[config.mk]
export PLATFORM = sky130hd
export DESIGN_NAME = camera_reg_sequencer_flat
export DESIGN_NICKNAME = d
export VERILOG_FILES = /design/src/rtl/camera_reg_sequencer_if.sv /design/src/rtl/camera_reg_sequencer.sv /design/src/flat_wrapper.sv
export SDC_FILE = /design/constraint.sdc
export NUM_CORES = 1
export LEC_CHECK = 0
export ABC_CLOCK_PERIOD_IN_PS = 3700
export BUFFER_PORTS_ARGS = -buffer_cell sky130_fd_sc_hd__buf_2
export CELL_PAD_IN_SITES_DETAIL_PLACEMENT = 0
export CELL_PAD_IN_SITES_GLOBAL_PLACEMENT = 1
export CORE_MARGIN = 2
export CORE_UTILIZATION = 41
export CTS_BUF_LIST = sky130_fd_sc_hd__clkbuf_8 sky130_fd_sc_hd__clkbuf_16
export DETAILED_ROUTE_END_ITERATION = 12
export PLACE_DENSITY_LB_ADDON = 0.3
export SKIP_LAST_GASP = 1
export SYNTH_ARGS = -nofsm -noshare
export SYNTH_HDL_FRONTEND = slang
export SYNTH_SLANG_ARGS = --single-unit
[constraint.sdc]
create_clock -name Clk -period 3.7 [get_ports Clk]
set_input_delay 0.555 -clock Clk [delete_from_list [all_inputs] [get_ports Clk]]
set_output_delay 0.555 -clock Clk [all_outputs]
set_load 0.01 [all_outputs]
[src/rtl/camera_reg_sequencer_if.sv]
// Bus between the camera register sequencer, its register table and the I2C register controller.
interface camera_reg_sequencer_if;
    logic [7:0]  lut_index;
    logic [23:0] lut_data;
    logic        wrreg_req;
    logic        rdreg_req;
    logic [15:0] addr;
    logic        addr_mode;
    logic [7:0]  wrdata;
    logic [7:0]  device_id;
    logic        RW_Done;
    logic        ack;
    logic [7:0]  rddata;

    modport master (
        output lut_index, wrreg_req, rdreg_req, addr, addr_mode, wrdata, device_id,
        input  lut_data, RW_Done, ack, rddata
    );
    modport slave (
        input  lut_index, wrreg_req, rdreg_req, addr, addr_mode, wrdata, device_id,
        output lut_data, RW_Done, ack, rddata
    );
endinterface

[src/rtl/camera_reg_sequencer.sv]
// Power-up sensor register loader: walks the table, writes each entry over I2C with retry, honours delay entries.
// Define CAM_INIT_VERIFY_EN to read back every acked write and compare before advancing.
module camera_reg_sequencer #(
    parameter int unsigned TABLE_SIZE   = 168,
    parameter logic [7:0]  DEVICE_ID    = 8'h42,
    parameter logic        ADDR_MODE    = 1'b0,
    parameter int unsigned PWR_DLY_CYC  = 1_000_000,
    parameter int unsigned DLY_UNIT_CYC = 50_000,
    parameter int unsigned TIMEOUT_CYC  = 100_000,
    parameter int unsigned RETRY_MAX    = 3
) (
    input  logic                   Clk,
    input  logic                   Rst_n,
    input  logic                   start,
    camera_reg_sequencer_if.master bus,
    output logic                   busy,
    output logic                   init_done,
    output logic                   init_err,
    output logic [7:0]             err_index
);
    if (TABLE_SIZE > 255) begin : g_size_chk
        $error("TABLE_SIZE must fit the 8-bit index without wrapping");
    end

    typedef enum logic [3:0] {
        IDLE, PWR_WAIT, FETCH, LATCH, ISSUE, DELAY, WAIT_DONE, CHECK,
`ifdef CAM_INIT_VERIFY_EN
        RD_ISSUE, RD_WAIT, COMPARE,
`endif
        DONE, ERROR
    } state_t;

    state_t      state, nxt;
    logic [7:0]  index, retry;
    logic [31:0] cnt, dly_len;
    logic [15:0] addr_r;
    logic [7:0]  wrdata_r;
    logic        ack_r;
    logic        advance, fail, last, retry_last, tmo, is_delay, start_go;

    assign last       = (32'(index) + 32'd1) == TABLE_SIZE;
    assign retry_last = (32'(retry) + 32'd1) >= RETRY_MAX;
    assign tmo        = (cnt + 32'd1) >= TIMEOUT_CYC;
    assign is_delay   = bus.lut_data[23:8] == 16'hFFFF;
    assign start_go   = start && (state inside {IDLE, DONE, ERROR});

    always_ff @(posedge Clk or negedge Rst_n)
        if (!Rst_n) state <= IDLE;
        else        state <= nxt;

    always_comb begin
        nxt     = state;
        advance = 1'b0;
        fail    = 1'b0;
        case (state)
            IDLE, DONE, ERROR: if (start) nxt = PWR_WAIT;
            PWR_WAIT:  if ((cnt + 32'd1) >= PWR_DLY_CYC) nxt = (TABLE_SIZE == 0) ? DONE : FETCH;
            FETCH:     nxt = LATCH;
            LATCH:     nxt = is_delay ? DELAY : ISSUE;
            DELAY:     if ((cnt + 32'd1) >= dly_len) advance = 1'b1;
            ISSUE:     nxt = WAIT_DONE;
            WAIT_DONE: if (bus.RW_Done || tmo) nxt = CHECK;
`ifdef CAM_INIT_VERIFY_EN
            CHECK:     if (ack_r) fail = 1'b1; else nxt = RD_ISSUE;
            RD_ISSUE:  nxt = RD_WAIT;
            RD_WAIT:   if (bus.RW_Done || tmo) nxt = COMPARE;
            COMPARE:   if (ack_r) fail = 1'b1; else advance = 1'b1;
`else
            CHECK:     if (ack_r) fail = 1'b1; else advance = 1'b1;
`endif
            default:   nxt = IDLE;
        endcase
        if (advance) nxt = last ? DONE : FETCH;
        if (fail)    nxt = retry_last ? ERROR : ISSUE;
    end

    always_ff @(posedge Clk or negedge Rst_n)
        if (!Rst_n) begin
            index     <= '0;
            retry     <= '0;
            cnt       <= '0;
            dly_len   <= '0;
            addr_r    <= '0;
            wrdata_r  <= '0;
            ack_r     <= 1'b0;
            init_done <= 1'b0;
            init_err  <= 1'b0;
            err_index <= '0;
        end else begin
            // one shared counter, restarted on every state change
            cnt <= (nxt != state) ? '0 : cnt + 32'd1;
            if (start_go) begin
                index     <= '0;
                retry     <= '0;
                init_done <= 1'b0;
                init_err  <= 1'b0;
                err_index <= '0;
            end
            if (state == LATCH) begin
                if (is_delay) dly_len <= 32'(bus.lut_data[7:0]) * DLY_UNIT_CYC;
                else begin
                    addr_r   <= ADDR_MODE ? bus.lut_data[23:8] : {8'h00, bus.lut_data[15:8]};
                    wrdata_r <= bus.lut_data[7:0];
                end
            end
            // a timeout is folded in as a NACK
            if (state == WAIT_DONE && nxt == CHECK) ack_r <= bus.RW_Done ? bus.ack : 1'b1;
`ifdef CAM_INIT_VERIFY_EN
            if (state == RD_WAIT && nxt == COMPARE)
                ack_r <= bus.RW_Done ? (bus.ack | (bus.rddata != wrdata_r)) : 1'b1;
`endif
            if (advance) begin
                index <= index + 8'd1;
                retry <= '0;
            end
            if (fail) retry <= retry + 8'd1;
            if (nxt == DONE && state != DONE) init_done <= 1'b1;
            if (fail && retry_last) begin
                init_err  <= 1'b1;
                err_index <= index;
            end
        end

    assign busy          = !(state inside {IDLE, DONE, ERROR});
    assign bus.lut_index = index;
    assign bus.wrreg_req = (state == ISSUE);
    assign bus.addr      = addr_r;
    assign bus.wrdata    = wrdata_r;
    assign bus.addr_mode = ADDR_MODE;
    assign bus.device_id = DEVICE_ID;
`ifdef CAM_INIT_VERIFY_EN
    assign bus.rdreg_req = (state == RD_ISSUE);
`else
    assign bus.rdreg_req = 1'b0;
    logic unused_rddata;
    assign unused_rddata = ^bus.rddata;
`endif
endmodule

[src/flat_wrapper.sv]
// flat-port wrapper written by rule: the top's interface ports become plain ports
module camera_reg_sequencer_flat 
#(
    parameter int unsigned TABLE_SIZE   = 168,
    parameter logic [7:0]  DEVICE_ID    = 8'h42,
    parameter logic        ADDR_MODE    = 1'b0,
    parameter int unsigned PWR_DLY_CYC  = 1_000_000,
    parameter int unsigned DLY_UNIT_CYC = 50_000,
    parameter int unsigned TIMEOUT_CYC  = 100_000,
    parameter int unsigned RETRY_MAX    = 3
)
  (Clk, Rst_n, start, busy, init_done, init_err, err_index, bus_lut_index, bus_wrreg_req, bus_rdreg_req, bus_addr, bus_addr_mode, bus_wrdata, bus_device_id, bus_lut_data, bus_RW_Done, bus_ack, bus_rddata);
  camera_reg_sequencer_if bus_i ();
  input  logic Clk;
  input  logic Rst_n;
  input  logic start;
  output logic busy;
  output logic init_done;
  output logic init_err;
  output logic [7:0] err_index;
  output wire logic [$bits(bus_i.lut_index)-1:0] bus_lut_index;
  output wire logic [$bits(bus_i.wrreg_req)-1:0] bus_wrreg_req;
  output wire logic [$bits(bus_i.rdreg_req)-1:0] bus_rdreg_req;
  output wire logic [$bits(bus_i.addr)-1:0] bus_addr;
  output wire logic [$bits(bus_i.addr_mode)-1:0] bus_addr_mode;
  output wire logic [$bits(bus_i.wrdata)-1:0] bus_wrdata;
  output wire logic [$bits(bus_i.device_id)-1:0] bus_device_id;
  input wire logic [$bits(bus_i.lut_data)-1:0] bus_lut_data;
  input wire logic [$bits(bus_i.RW_Done)-1:0] bus_RW_Done;
  input wire logic [$bits(bus_i.ack)-1:0] bus_ack;
  input wire logic [$bits(bus_i.rddata)-1:0] bus_rddata;
  assign bus_lut_index = bus_i.lut_index;
  assign bus_wrreg_req = bus_i.wrreg_req;
  assign bus_rdreg_req = bus_i.rdreg_req;
  assign bus_addr = bus_i.addr;
  assign bus_addr_mode = bus_i.addr_mode;
  assign bus_wrdata = bus_i.wrdata;
  assign bus_device_id = bus_i.device_id;
  assign bus_i.lut_data = bus_lut_data;
  assign bus_i.RW_Done = bus_RW_Done;
  assign bus_i.ack = bus_ack;
  assign bus_i.rddata = bus_rddata;
  camera_reg_sequencer #(.TABLE_SIZE(TABLE_SIZE), .DEVICE_ID(DEVICE_ID), .ADDR_MODE(ADDR_MODE), .PWR_DLY_CYC(PWR_DLY_CYC), .DLY_UNIT_CYC(DLY_UNIT_CYC), .TIMEOUT_CYC(TIMEOUT_CYC), .RETRY_MAX(RETRY_MAX)) u_core (.Clk(Clk), .Rst_n(Rst_n), .start(start), .bus(bus_i), .busy(busy), .init_done(init_done), .init_err(init_err), .err_index(err_index));
endmodule
==> impl_metrics.yaml <==
status:
  status: "complete, but fails checks"
  violations: "setup timing"
die:
  initial_core_util_pct: 41.70
  die_x_um: 141.7
  ios: 91
  row_count: 50
  dieArea_sq_mm: 0.02008
  core-area_sq_mm: 0.01864
  die_y_um: 141.7
worst_setup_path:
  path_common_cell: "buf_4"
  cp-start-kind: "flop"
  cp.required_ns: 3.94
  cp.arrival_ns: 4.18
  cp_slowest_cell: "or4_4"
  cp_num_buf_inv: 4
  worstPathCellList: "nand4_4 -> or4_4 -> or3_4 -> nor2_4 -> xor2_2 -> ha_1 -> nand4_1 -> or2_4 -> a31oi_1 -> buf_4 -> nor2_2 -> a21o_1 -> o2111a_1 -> buf_4 -> o31ai_4 -> buf_6 -> clkbuf_16 -> a211oi_2"
  critical-path-top-delay-family: "simple AND/OR/NAND/NOR gates"
  cp_max_fo: 8
  criticalPathCategory: "reg2reg"
  endpoint_kind: "flop"
  cpPeakStageDelay_ns: 0.55
global_route:
  first_global_vias: 6470
  grt_pass1_wl_um: 32300
  antenna_found_initial: 0
  overflow: 0
  grt_use_total_pct: 20.02
  grt_max_degree: 55
pwr:
  p_comb_share_pct: 36.3
  p_sw_share_pct: 34.03
  p_per_area_mw_per_mm2: 347.4
  p_seq_share_pct: 35.5
  static-leakage-power_nw: 4.757
  internal_power_mw: 2.265
  worst_ir_drop_vdd_v: 0.0002627
  pwr-share-clk_pct: 28.2
  p_switching_mw: 1.168
clocking:
  numCtsBuffers: 9
  cts_tree: "done"
  cts_hold_repair.buffers: 0
  clk-insertion-delay-late_ns: 0.36
  clk_pin_slew_ns: 0.08
  root_buffer: "clkbuf_16"
  htree_levels: 3
  clkSinkCount: 99
  clockBufferDepth: 2
routing:
  drtIter0Drc: 366
  first_pass_iters: 4
  routed-via-count: 6745
  postRouteAntennaNets: 0
  wirelength_um: 19580
  via_per_inst: 5.332
  wl_per_cell_um: 15.48
  drc: 0
synth:
  async_reset_ff_share_pct: 100.0
  synth_top_area_share_pct: 31.86
  synth_cell_types: 65
  syn_area_per_cell_sq_um: 8.968
  synth_area_leaders: "dfrtp_1 32%, ha_1 13%, nand2_1 4.1%"
  yosys_warnings: 0
  synth_edf_count: 0
  synth_seq_area_share_pct: 31.86
  synth-seq-cells: 99
  yosysTopAreaCell: "dfrtp_1"
  synth_ff_type: "dfrtp_1"
  synthesis.area_sq_mm: 0.007775
  synth_cells: 867
timing:
  fmax_mhz: 254.3
  skew_ns: 0.01081
  fin_tns_setup_ns: -6.608
  finalHoldViolCount: 0
  hold_ws_ns: 0.2457
  setup_slack_ns: -0.2326
  period_share_pct: 106.3
  tightestPinTransition_ns: 0.7119
  drv_slew: 0
  slew_headroom_pct: 51.87
  period_minus_slack_ns: 3.933
  rsz0062_at_grt: "yes"
  setup_viol: 34
cells_and_area:
  final_core_utilization_pct: 53.02
  diodes: 0
  nets: 1153
  drive_gt1_share_pct: 31.43
  syn_to_final_growth_pct: 27.13
  final_area_sq_mm: 0.009884
placed_design:
  dpl-instance-area_sq_mm: 0.009109
  dp_hpwl_um: 14000
  gp_congestion: 0.8743
  portBuffers: 64
worst_hold_path:
  hp-class: "in2async"
run:
  cap_violations: 0
-- flip-flops by register name (all words and copies together) (netlist names) --
register	cells
u_core.ack_r	1
u_core.init_done	1
u_core.state	4
u_core.init_err	1
u_core.retry	8
u_core.dly_len	20
u_core.bus.lut_index	8
u_core.bus.addr	8
u_core.cnt	32
u_core.err_index	8
u_core.bus.wrdata	8
-- final timing paths --
kind | start | end | slack, ns | depth (start not counted)
min in group Clk | bus_RW_Done | u_core.ack_r$_DFFE_PN0P_ | 0.42 | 2
max | u_core.cnt[8]$_DFF_PN0_ | u_core.cnt[10]$_DFF_PN0_ | -0.23 | 18
max in group asynchronous | Rst_n | u_core.dly_len[11]$_DFFE_PN0P_ | 2.63 | 2
max reg2reg | u_core.cnt[8]$_DFF_PN0_ | u_core.cnt[10]$_DFF_PN0_ | -0.23 | 18
min reg2reg | u_core.dly_len[11]$_DFFE_PN0P_ | u_core.dly_len[11]$_DFFE_PN0P_ | 0.46 | 2
min | Rst_n | u_core.retry[2]$_DFFE_PN0P_ | 0.25 | 1
-- cell usage after synthesis, drive strengths merged (12+ instances only) --
| library cell | number |
|---|---|
| mux2 | 19 |
| a21o | 12 |
| ha | 78 |
| nor2 | 50 |
| nand2 | 84 |
| nand4 | 17 |
| clkbuf | 24 |
| xnor2 | 26 |
| inv | 73 |
| nor3 | 13 |
| nor4 | 13 |
| fa | 12 |
| nand3 | 53 |
| a21oi | 36 |
| or3 | 12 |
| a211oi | 32 |
| o21ai | 63 |
| buf | 37 |
| dfrtp | 99 |
| xor2 | 23 |
-- per-stage QoR --
stage	cells	setup WS [ns]	power, mW
CTS	1254	-0.2461	3.381
global placement	1231	-0.3319	2.392
global route	1265	-0.4218	3.669
floorplan	883	-0.1365	1.988
detailed placement	1231	-0.3519	2.400
finish	1265	-0.2326	3.433
-- cell families (layout without fill, tap and decap cells) --
logic type	Yosys count	count (layout)	share of synthesized area, %
other	2	18	0.09659
DFF	99	99	31.86
xor gates and xnor gates	49	49	5.520
AOI/OAI and AO/OA	191	191	17.56
muxes	23	23	3.267
and+or+nand+nor	279	279	18.20
adders and majority gates	90	90	15.64
buffers and inverters	134	282	7.853
-- layer usage --
layer / GRT usage, % / up-vias / share of wire (%)
li1: - / 3378 / -
met1: 26.74 / 3219 / 46
met2: 33.39 / 121 / 48
met3: 2.194 / 27 / 3.1
met4: 7.947 / 0 / 2.4
met5: 0 / - / 0
-- power groups by stage --
| stage | sequential [mW] | combinational, mW | clock, mW |
|---|---|---|---|
| after global routing | 1.23 | 1.42 | 1.02 |
| after detailed placement | 1.23 | 1.17 | 0 |
| after floorplan | 1.23 | 0.756 | 0 |
| after global placement | 1.23 | 1.16 | 0 |
| final | 1.22 | 1.25 | 0.968 |
| after CTS | 1.21 | 1.18 | 0.988 |
-- layout make-up --
class / count / area, sq um
sequential: 99 / 2479
multi-input combinational: 650 / 5094
tap: 234 / 292.8
clock buffer: 10 / 239.0
timing repair buffer: 193 / 1450
inverter: 73 / 274.0
fill: 1759 / 8758
clock inverter: 6 / 56.30
-- layout by cell type, fill, tap and decap left out, drive strengths merged, types with 17 or more instances in the layout --
master and n:
inv 76, ha 78, a211oi 32, nand4 17, o21ai 63, conb 18, dfrtp 99, a21oi 36
nand2 84, mux2 19, xnor2 26, nand3 53, nor2 50, buf 192, xor2 23
-- what timing repair did --
action,in CTS,in global routing
pin swaps,4,33
setup buffers,4,10
cloned,3,1
setup endpoints to repair,49,54
resized for setup,15,52
Power figures use the tool's default switching activity.
